<file path="src/rtl/ifu_fetch_pkg.sv">
`default_nettype none
// ============================================================================
// Module      : ifu_fetch_pkg
// Description : Shared definitions for the instruction fetch unit: FSM state
//               encoding, the NOP word substituted on faulting fetches and
//               the default reset PC.
// Revision    : 1.0 - initial release
// ============================================================================
package ifu_fetch_pkg;

  // Fetch FSM states
  typedef enum logic [1:0] {
    ST_REQ  = 2'd0,  // presenting a request to instruction memory
    ST_WAIT = 2'd1,  // request granted, waiting for the response
    ST_HOLD = 2'd2   // instruction held for decode
  } ifu_state_e;

  // addi x0, x0, 0 -- handed to decode in place of a faulting fetch word
  localparam logic [31:0] IFU_NOP      = 32'h0000_0013;

  // Default PC after reset
  localparam logic [31:0] IFU_RESET_PC = 32'h8000_0000;

endpackage : ifu_fetch_pkg
`default_nettype wire

</file>
<file path="src/rtl/ifu_perf_cnt.sv">
`default_nettype none
// ============================================================================
// Module      : ifu_perf_cnt
// Description : Free-running 64-bit performance counters for the fetch unit:
//               instructions delivered to decode and cycles spent waiting on
//               instruction memory. Both wrap at 2^64.
//               Instantiated by ifu_fetch only when IFU_PERF_CNT_EN is defined.
// Revision    : 1.0 - initial release
// ============================================================================
module ifu_perf_cnt
  import ifu_fetch_pkg::*;
(
  input  logic        clk,
  input  logic        rst,
  input  logic        fetch_inc,
  input  logic        wait_inc,
  output logic [63:0] perf_fetch_cnt,
  output logic [63:0] perf_wait_cnt
);

  // Count delivered instructions and memory-wait cycles
  always_ff @(posedge clk) begin
    if (rst) begin
      perf_fetch_cnt <= 64'd0;
      perf_wait_cnt  <= 64'd0;
    end else begin
      if (fetch_inc) perf_fetch_cnt <= perf_fetch_cnt + 64'd1;
      if (wait_inc)  perf_wait_cnt  <= perf_wait_cnt + 64'd1;
    end
  end

endmodule : ifu_perf_cnt
`default_nettype wire

</file>
<file path="src/rtl/ifu_fetch.sv">
`default_nettype none
// ============================================================================
// Module      : ifu_fetch
// Description : Single-outstanding, non-speculative instruction fetch unit.
//               Holds the PC, issues one imem read at a time and hands
//               {pc, inst, fault} to decode over valid/ready. A redirect is
//               accepted in any state; a request already granted when the
//               redirect arrives is marked stale and its response discarded.
//               Optional feature macro: IFU_PERF_CNT_EN adds the 64-bit
//               perf_fetch_cnt / perf_wait_cnt outputs.
// Revision    : 1.0 - initial release
// ============================================================================
module ifu_fetch
  import ifu_fetch_pkg::*;
#(
  parameter int               XLEN     = 32,
  parameter int               INST_W   = 32,
  parameter logic [XLEN-1:0]  RESET_PC = XLEN'(IFU_RESET_PC)
) (
  input  logic              clk,
  input  logic              rst,
  input  logic              redirect_valid,
  input  logic [XLEN-1:0]   redirect_pc,
  output logic              imem_req_valid,
  input  logic              imem_req_ready,
  output logic [XLEN-1:0]   imem_req_addr,
  input  logic              imem_rsp_valid,
  input  logic [INST_W-1:0] imem_rsp_data,
  input  logic              imem_rsp_err,
  output logic              out_valid,
  input  logic              out_ready,
  output logic [XLEN-1:0]   out_pc,
  output logic [INST_W-1:0] out_inst,
  output logic              out_fault
`ifdef IFU_PERF_CNT_EN
  ,
  output logic [63:0]       perf_fetch_cnt,
  output logic [63:0]       perf_wait_cnt
`endif
);

  ifu_state_e      state;
  logic [XLEN-1:0] pc;
  logic            drop;   // the outstanding request predates a redirect

  // The memory samples the address only on the handshake, so it can simply
  // track the PC register; a redirect in REQ retargets the pending request.
  assign imem_req_addr = pc;

  // Fetch FSM with registered handshake outputs; redirect has top priority
  always_ff @(posedge clk) begin
    if (rst) begin
      state          <= ST_REQ;
      pc             <= RESET_PC;
      drop           <= 1'b0;
      imem_req_valid <= 1'b0;
      out_valid      <= 1'b0;
      out_pc         <= RESET_PC;
      out_inst       <= '0;
      out_fault      <= 1'b0;
    end else begin
      case (state)
        ST_REQ: begin
          // Raises the request on the first cycle out of reset as well
          imem_req_valid <= 1'b1;
          if (imem_req_valid && imem_req_ready) begin
            state          <= ST_WAIT;
            imem_req_valid <= 1'b0;
            // Granted address is about to become stale
            drop           <= redirect_valid;
          end
          if (redirect_valid) pc <= redirect_pc;
        end

        ST_WAIT: begin
          if (imem_rsp_valid) begin
            if (drop || redirect_valid) begin
              // Stale response: throw it away and refetch from the new PC
              drop           <= 1'b0;
              state          <= ST_REQ;
              imem_req_valid <= 1'b1;
            end else begin
              out_pc    <= pc;
              out_inst  <= imem_rsp_err ? INST_W'(IFU_NOP) : imem_rsp_data;
              out_fault <= imem_rsp_err;
              out_valid <= 1'b1;
              state     <= ST_HOLD;
            end
          end else if (redirect_valid) begin
            drop <= 1'b1;
          end
          if (redirect_valid) pc <= redirect_pc;
        end

        ST_HOLD: begin
          // A redirect alongside out_ready still consumes the instruction,
          // but the next fetch goes to the redirect target, not pc+4.
          if (redirect_valid) begin
            pc             <= redirect_pc;
            out_valid      <= 1'b0;
            imem_req_valid <= 1'b1;
            state          <= ST_REQ;
          end else if (out_ready) begin
            pc             <= pc + XLEN'(4);
            out_valid      <= 1'b0;
            imem_req_valid <= 1'b1;
            state          <= ST_REQ;
          end
        end

        default: begin
          state          <= ST_REQ;
          drop           <= 1'b0;
          imem_req_valid <= 1'b0;
          out_valid      <= 1'b0;
        end
      endcase
    end
  end

`ifdef IFU_PERF_CNT_EN
  ifu_perf_cnt u_perf_cnt (
    .clk            (clk),
    .rst            (rst),
    .fetch_inc      (out_valid & out_ready),
    .wait_inc       (state == ST_WAIT),
    .perf_fetch_cnt (perf_fetch_cnt),
    .perf_wait_cnt  (perf_wait_cnt)
  );
`endif

endmodule : ifu_fetch
`default_nettype wire
</file>
<file path="config.mk">
export PLATFORM = sky130hd
export DESIGN_NAME = ifu_fetch
export DESIGN_NICKNAME = d
export VERILOG_FILES = /design/src/rtl/ifu_fetch_pkg.sv /design/src/rtl/ifu_perf_cnt.sv /design/src/rtl/ifu_fetch.sv
export SDC_FILE = /design/constraint.sdc
export NUM_CORES = 1
export LEC_CHECK = 0
export CELL_PAD_IN_SITES_DETAIL_PLACEMENT = 1
export CELL_PAD_IN_SITES_GLOBAL_PLACEMENT = 2
export CORE_ASPECT_RATIO = 0.8
export CORE_MARGIN = 2
export CORE_UTILIZATION = 25
export CTS_BUF_LIST = sky130_fd_sc_hd__clkbuf_8
export CTS_CLUSTER_DIAMETER = 80
export DETAILED_ROUTE_END_ITERATION = 16
export PLACE_DENSITY_LB_ADDON = 0.1
export SLEW_MARGIN = 10
export SYNTH_ARGS = -nofsm -noshare
export SYNTH_HDL_FRONTEND = slang
export SYNTH_SLANG_ARGS = --single-unit
</file>
<file path="constraint.sdc">
create_clock -name clk -period 2.71 [get_ports clk]
set_input_delay 0.813 -clock clk [delete_from_list [all_inputs] [get_ports clk]]
set_output_delay 0.813 -clock clk [all_outputs]
set_load 0.005 [all_outputs]
</file>
* After elaboration in Yosys (flattened, before gate mapping) *
Index checks and enable logic that the tools add are counted.

storage, ports and cells
  register bits after elaboration = 102
  latch bits = 0
  RAM bits = 0
  memory bits (read-only) = 0
  bits of input ports = 71
  logic and storage cells = 60
  memories = 0

cells by class
  $add $sub $neg = 1
  $mul = 0
  div/mod/pow operators = 0
  magnitude comparators = 0
  equality and inequality tests = 10
  shift-type cells = 0
  mux-type cells = 27
  bitwise logic cells = 3
  reductions and logical operators = 11

operators by type and width
  kind                     number
  $mux W32                 4
  $pmux W32 S2             1
  $add A32 B3 Y32 const B  1
  $mux W1                  13
  $reduce_and A3 Y1        4
  $mux W2                  5
  $ne A3 B3 Y1 const B     3
  $pmux W1 S3              3
  $ne A2 B2 Y1 const B     4
  $reduce_and A4 Y1        2
  $pmux W2 S3              1
  $not A1 Y1               3
  $eq A2 B1 Y1 const B     1
  $eq A2 B2 Y1 const B     1
  $logic_not A2 Y1         1
  $ne A2 B1 Y1 const B     1
  $reduce_bool A2 Y1       1
  $reduce_or A2 Y1         1
  $logic_and A1 B1 Y1      1
  $logic_or A1 B1 Y1       1

* Logic depth before layout (Yosys ltp) *
Gate-level depths: netlist (run 1).

  depth after elaboration = 4
  depth in mapped cells = 9
  gate-level depth less buffers = 7

* Worst setup path before layout (run 1) *
Ideal clock, no wire load.

  path type = input to register
  start point = input redirect_valid
  end point = register pc[28], in the netlist imem_req_addr[28]
  setup time = 0.079 ns
  arrival = 2.006 ns
  path slack = 0.625 ns
  cell stages on the path = 6
  buffers on the path = 2
  cells stage by stage = buf_2 -> a21oi_2 -> or2_1 -> buf_6 -> or4_1 -> o211ai_1

on the way
  cells in the longest elaborated chain, start to end = 2
  elaborated cells on any way between the ends = 5

RTL lines
  what                                                         line             text
  start: declaration                                           ifu_fetch.sv:22  input logic redirect_valid,
  $ne A3 B3 Y1 (no line) (tied with other cells)               --
  $reduce_and A3 Y1 (no line) or $pmux W32 S2 (tied branches)  --
  end signal: assignment                                       ifu_fetch.sv:72  if (redirect_valid) pc <= redirect_pc;
  end signal: assignment                                       ifu_fetch.sv:92  if (redirect_valid) pc <= redirect_pc;
  end signal: assignment                                       ifu_fetch.sv:99  pc <= redirect_pc;
  end: declaration                                             ifu_fetch.sv:43  logic [XLEN-1:0] pc;

Several ways; a longest one is shown, not always the timed one.
A chain may end at the register's enable or synchronous reset.

* Final worst setup path (run 1) *
  start point = register pc[27], in the netlist imem_req_addr[27]
  end point = output imem_req_addr[27]

RTL lines
  what              line             text
  end: declaration  ifu_fetch.sv:26  output logic [XLEN-1:0] imem_req_addr,

No word-level cell between the ends.

==> metrics, run 1 <==
outcome=complete, no violations; total grt overflow=0; synth warn=0; Max-Cap Viols=0; Horiz. Die Dim=159 µm; Slew HR=0.591; Max VDD drop=between 0.0003 and 0.0004 V; fin crit share=0.886; clk buf depth=2; pre-CTS setup slack=0.100 ns; total track usage=0.179; H-tree lvl count=3; Post-Syn Nets=696; internal cell power=2.55 mW; post-layout min period=~2.4 ns; Final setup viols=0; worst-path cell chain=clkdlybuf4s50_1; initial antenna violation count=0; layout cells sized above 1=0.0744; largest net degree at the start of global routing=86; Vias=between 5000 and 6000; Hold Startpoint=out_inst[16]; Cell variety after synth=61; Max FO, Critical Path=9; final wirelength=18.2 mm; CP Buf/Inv Count=1; Area growth, synth to finish=46.4%; post-route ant nets=0; Crit. End Element=primary output; Rows=45; Final WS setup=0.310 ns; synthesis-stage register bit count=about 100; worst path required time=1.90 ns; gp weighted congestion=0.814; die span in y=about 130 µm; # placed instances=1022; reg2reg path depth=7; hold-fix buffers at CTS=0; diode count=0; Reg2Reg Launch Point=state[0]; largest area contributor in the netlist=dfxtp_1; total power=3.67 mW; Sw Share=0.305; Core Area=19000 µm²; Final Cell Area=a little over 7000 µm²; Cell Area, Placed=6850 µm²; register-to-register setup slack=0.54 ns; area share of the largest cell type after synthesis=0.422; final hold vios=0; Detailed Place HPWL=13.1 mm; asr flop ratio synth=0; CP max stage delay=0.62 ns; count of input and output buffers=169; worst hold stages=2; clock-pin slew on the worst setup and hold paths=0.11 ns; nature of the critical path startpoint=flop; Flop pwr share=0.467; P per Cell Area=519 nW/µm²; Pleak=~2.4 nW; CTS tree=done; Switching Power=1.12 mW; syn_area_per_cell=7.81 µm²; Synth Flop Type=dfxtp_1; Clk pwr share=0.308; arrival time of the worst setup path=1.59 ns; RSZ-0062 raised after global routing=false; I/O pin cnt=170; post_cts resized=0; setup TNS=0 ns; vias in the first global route=between 5000 and 6000; reg-to-reg endpoint=imem_req_addr[18]; cell area after synthesis=between 4000 and 5000 µm²; Logic pwr share=0.225; cell count after synthesis=619; drc violations=0; First-pass DRT Iterations=4; slowest CP cell=clkdlybuf4s50_1; post-CTS setup buffer count=0; Achievable Freq=417 MHz; post-route insts no fill=between 1000 and 1500; CP delay by family, top=buffers and inverters; Synth area leaders=dfxtp_1 (42%), nand2_1 (10%), a21oi_1 (9.0%); Clock Latency Late Sink=0.39 ns; die area=20500 µm²; routed length per instance=between 15 and 20 µm; Seq/Total Area, Yosys=0.422; Clock Sink Count=approximately 100; most frequent cells in the layout=clkdlybuf4s50_1 (168), nand2_1 (128), dfxtp_1 (102); EDFF count, synth=0; Initial Util=0.255; Final #Nets=852; worst-margin pin slew=0.608 ns; clk_skew=0.0120 ns; Worst Hold End=out_inst[16]; number of CTS-inserted buffers=9; Initial DRC Count=222; most common cell after layout, fill and taps aside=clkdlybuf4s50_1; WS Path Type=flop to primary output; max-slew violations=0; post-DR vias/cell=4.89; Root Driver=clkbuf_8; Worst Hold Class=flop to flop; first-pass GRT wire length=29.0 mm
flip-flops by register name (all words and copies together), names as in the netlist:
name	count
imem_req_addr	32
drop	1
out_fault	1
out_valid	1
out_inst	32
out_pc	32
state	2
imem_req_valid	1
cells by family after synthesis:
logic type               synth area share
AND/OR/NAND/NOR                     0.309
AO/OA/AOI/OAI                       0.189
flip-flops                          0.422
buffers and inverters              0.0538
adder cells (fa/ha/maj)            0.0155
multiplexers                       0.0104
worst reg2reg max path, cell delays in order (launching register included):
cell      delay, ns
dfxtp_1        0.42
inv_1          0.14
ha_1           0.32
nand2b_1       0.12
a21oi_2        0.07
or2_1          0.34
o311a_1        0.41
nor4_2         0.27
metal layers:
metal	part of all wire	GRT usage
met2	0.45	0.280
met3	0.039	0.0374
met5	0	0
met1	0.50	0.251
met4	0.015	0.0476
metrics by stage:
step | util | hold slack, ns
2_1_floorplan | - | 0.448
5_1_grt | 0.373 | 0.479
4_1_cts | 0.373 | 0.462
3_3_place_gp | 0.361 | 0.438
6_report | 0.373 | 0.459
3_5_place_dp | 0.361 | 0.449
synth_stat cells, drive strengths merged (7+ instances only):
| library cell | count |
|---|---|
| buf | 22 |
| nand3 | 21 |
| and2 | 9 |
| nand2 | 130 |
| nor2 | 30 |
| nand2b | 8 |
| a211oi | 8 |
| o21ai | 19 |
| clkbuf | 29 |
| dfxtp | 102 |
| a21oi | 88 |
| a31oi | 7 |
| nand4 | 9 |
| nand3b | 31 |
| nor3 | 25 |
worst max path at each step:
| stage | end | start | depth (start not counted) |
|---|---|---|---|
| floorplan | imem_req_addr[28] | redirect_valid | 6 |
| global placement | imem_req_addr[2] | out_ready | 7 |
| detailed placement | imem_req_addr[18] | out_ready | 6 |
| CTS | imem_req_addr[6] | imem_req_addr[6] | 1 |
| global route | imem_req_addr[6] | imem_req_addr[6] | 1 |
| finish | imem_req_addr[27] | imem_req_addr[27] | 1 |
cell type report:
cell class / count / area [µm²]
clock buffers: 9 / 124
clock inverters: 7 / 100
fillers: 2262 / 11900
inverters: 6 / 22.5
multi-input cells: 460 / 2540
flip-flops and latches: 102 / 2040
well taps: 258 / 323
repair buffers: 196 / 1930
power by group through the flow:
stage	combinational (mW)	clock [mW]	sequential, mW
floorplan	0.404	0	1.71
global placement	0.825	0	1.75
detailed placement	0.839	0	1.75
CTS	0.843	1.18	1.72
global route	0.921	1.23	1.74
finish	0.827	1.13	1.72
(Power assumes the default switching activity.)
==> inputs of run 2 (changes only) <==
--- a/config.mk
+++ b/config.mk
@@ -7,9 +7,9 @@
 export LEC_CHECK = 0
 export CELL_PAD_IN_SITES_DETAIL_PLACEMENT = 1
 export CELL_PAD_IN_SITES_GLOBAL_PLACEMENT = 2
-export CORE_ASPECT_RATIO = 0.8
+export CORE_ASPECT_RATIO = 1.5
 export CORE_MARGIN = 2
-export CORE_UTILIZATION = 25
+export CORE_UTILIZATION = 26
 export CTS_BUF_LIST = sky130_fd_sc_hd__clkbuf_8
 export CTS_CLUSTER_DIAMETER = 80
 export DETAILED_ROUTE_END_ITERATION = 16
==> run 2 against run 1 <==
  * Clock skew up 0.0067 ns
  * Power down 5.9%
  * Maximum frequency up 2.3%
  * Combinational power down 1%
  * Sequential share of layout area up 0.33 points
  * Sequential cell count unchanged
  * Hold slack worse by 0.0024 ns
==> metrics, run 2 (same netlist as run 1, synthesis figures left out) <==
P per Cell Area=494 nW/µm² (-4.8%); worst setup path endpoint=imem_req_addr[6]; Horiz. Die Dim=115 µm (-28%); Final setup viols=0 (unchanged); post-route ant nets=0 (unchanged); Area growth, synth to finish=44.8%; die span in y=171 µm (+33%); Core Area=18400 µm² (-3.1%); post-layout min period=2.35 ns (-0.0545 ns); Hold Startpoint=out_inst[14]; Final #Nets=847 (-0.59%); gp weighted congestion=0.837 (+2.8%); Worst Hold Class=flop to flop; diode count=0 (unchanged); final hold vios=0 (unchanged); Reg2Reg Launch Point=state[0]; clk buf depth=2 (unchanged); reg-to-reg endpoint=imem_req_addr[18]; slowest CP cell=clkdlybuf4s50_1; worst path required time=1.90 ns (about the same); Clock Sink Count=102 (unchanged); reg2reg path depth=7 (unchanged); clock-pin slew on the worst setup and hold paths=0.10 ns (about the same); Initial DRC Count=197 (-11%); Crit. End Element=primary output; Vias=5075 (+0.079%); Max-Cap Viols=0 (unchanged); total grt overflow=0 (unchanged); worst-margin pin slew=0.577 ns (-0.0307 ns); register-to-register setup slack=0.57 ns (+0.03 ns); layout cells sized above 1=0.0672 (-0.00718); WS Path Type=flop to primary output; setup TNS=0 ns (unchanged); CP Buf/Inv Count=1 (unchanged); Max VDD drop=0.000251 V (-20%); nature of the critical path startpoint=flop; CP max stage delay=0.58 ns (-0.04 ns); largest net degree at the start of global routing=49 (-43%); outcome=complete, no violations; die area=19700 µm² (-3.7%); crit path launch=imem_req_addr[6]; number of CTS-inserted buffers=9 (unchanged); post-DR vias/cell=4.95 (+1.2%); post-CTS setup buffer count=0 (unchanged); Final Cell Area=7000 µm² (-1.1%); Pleak=2.33 nW (-2.0%); clk_skew=0.0187 ns (+0.00671 ns); H-tree lvl count=3 (unchanged); total track usage=0.180 (+0.00136); hold-fix buffers at CTS=0 (unchanged); Root Driver=clkbuf_8; Rows=61 (+36%); Max FO, Critical Path=11 (+2); worst-path cell chain=clkdlybuf4s50_1; count of input and output buffers=169 (unchanged); fin crit share=0.865 (-0.0201); Detailed Place HPWL=12.8 mm (-2.6%); max-slew violations=0 (unchanged); drc violations=0 (unchanged); post_cts resized=0 (unchanged); arrival time of the worst setup path=1.53 ns (-0.06 ns); initial antenna violation count=0 (unchanged); First-pass DRT Iterations=4 (unchanged); Final WS setup=0.365 ns (+0.0545 ns); first-pass GRT wire length=28.2 mm (-3.0%); I/O pin cnt=170 (unchanged); Initial Util=0.263 (+0.00804); most frequent cells in the layout=clkdlybuf4s50_1 (168), nand2_1 (128), dfxtp_1 (102); RSZ-0062 raised after global routing=false; Slew HR=0.612 (+0.0207); most common cell after layout, fill and taps aside=clkdlybuf4s50_1; CP Depth=1 (unchanged); pre-CTS setup slack=0.0542 ns (-0.0458 ns); Cell Area, Placed=6820 µm² (-0.44%); routed length per instance=17.3 µm (-1.5%); Clock Latency Late Sink=0.38 ns (about the same); vias in the first global route=5352 (+2.0%); Achievable Freq=426 MHz (+2.3%); CTS tree=done; final wirelength=17.7 mm (-2.7%); CP delay by family, top=buffers and inverters
==> run 2: how the worst min path moves through the flow <==
stage / slack (ns) / to / cells past startpoint
floorplan: 0.45 / out_inst[2] / 2
global placement: 0.44 / out_inst[21] / 2
detailed placement: 0.45 / out_inst[20] / 2
CTS: 0.46 / out_pc[19] / 2
global route: 0.47 / out_inst[5] / 2
finish: 0.46 / out_inst[14] / 2
==> run 2: layer usage <==
metal	vias up	share of wire	GRT usage
li1	2480	-	-
met2	116	0.52	0.319
met1	2463	0.41	0.210
met5	-	0	0
met3	16	0.050	0.0471
met4	0	0.016	0.0545
==> run 2: stage by stage <==
stage / util / instances / hold slack, ns / total power, mW
floorplan: - / 619 / 0.448 / 2.12
global placement: 0.371 / 1011 / 0.438 / 2.56
detailed placement: 0.371 / 1011 / 0.446 / 2.58
CTS: 0.380 / 1026 / 0.461 / 3.52
global route: 0.380 / 1026 / 0.474 / 3.67
finish: 0.380 / 1026 / 0.457 / 3.46
==> run 2: final cells by class <==
| cell class | instances | area, µm² |
|---|---|---|
| fill | 2204 | 11400 |
| multi-input combinational | 460 | 2540 |
| sequential | 102 | 2040 |
| timing repair buffer | 191 | 1900 |
| tap | 252 | 315 |
| clock buffer | 10 | 138 |
| clock inverter | 5 | 36.3 |
| inverter | 6 | 22.5 |
==> run 2: where the power goes <==
group / internal (mW) / switching, mW
Combinational: 0.423 / 0.395
Clock: 0.357 / 0.569
Sequential: 1.60 / 0.120
Total: 2.38 / 1.08
==> inputs of run 3 (changes only) <==
--- a/config.mk
+++ b/config.mk
@@ -11,7 +11,6 @@
 export CORE_MARGIN = 2
 export CORE_UTILIZATION = 26
 export CTS_BUF_LIST = sky130_fd_sc_hd__clkbuf_8
-export CTS_CLUSTER_DIAMETER = 80
 export DETAILED_ROUTE_END_ITERATION = 16
 export PLACE_DENSITY_LB_ADDON = 0.1
 export SLEW_MARGIN = 10
==> results of run 3 <==
Same layout as run 2: the final DEF is identical, and so are final timing and power.
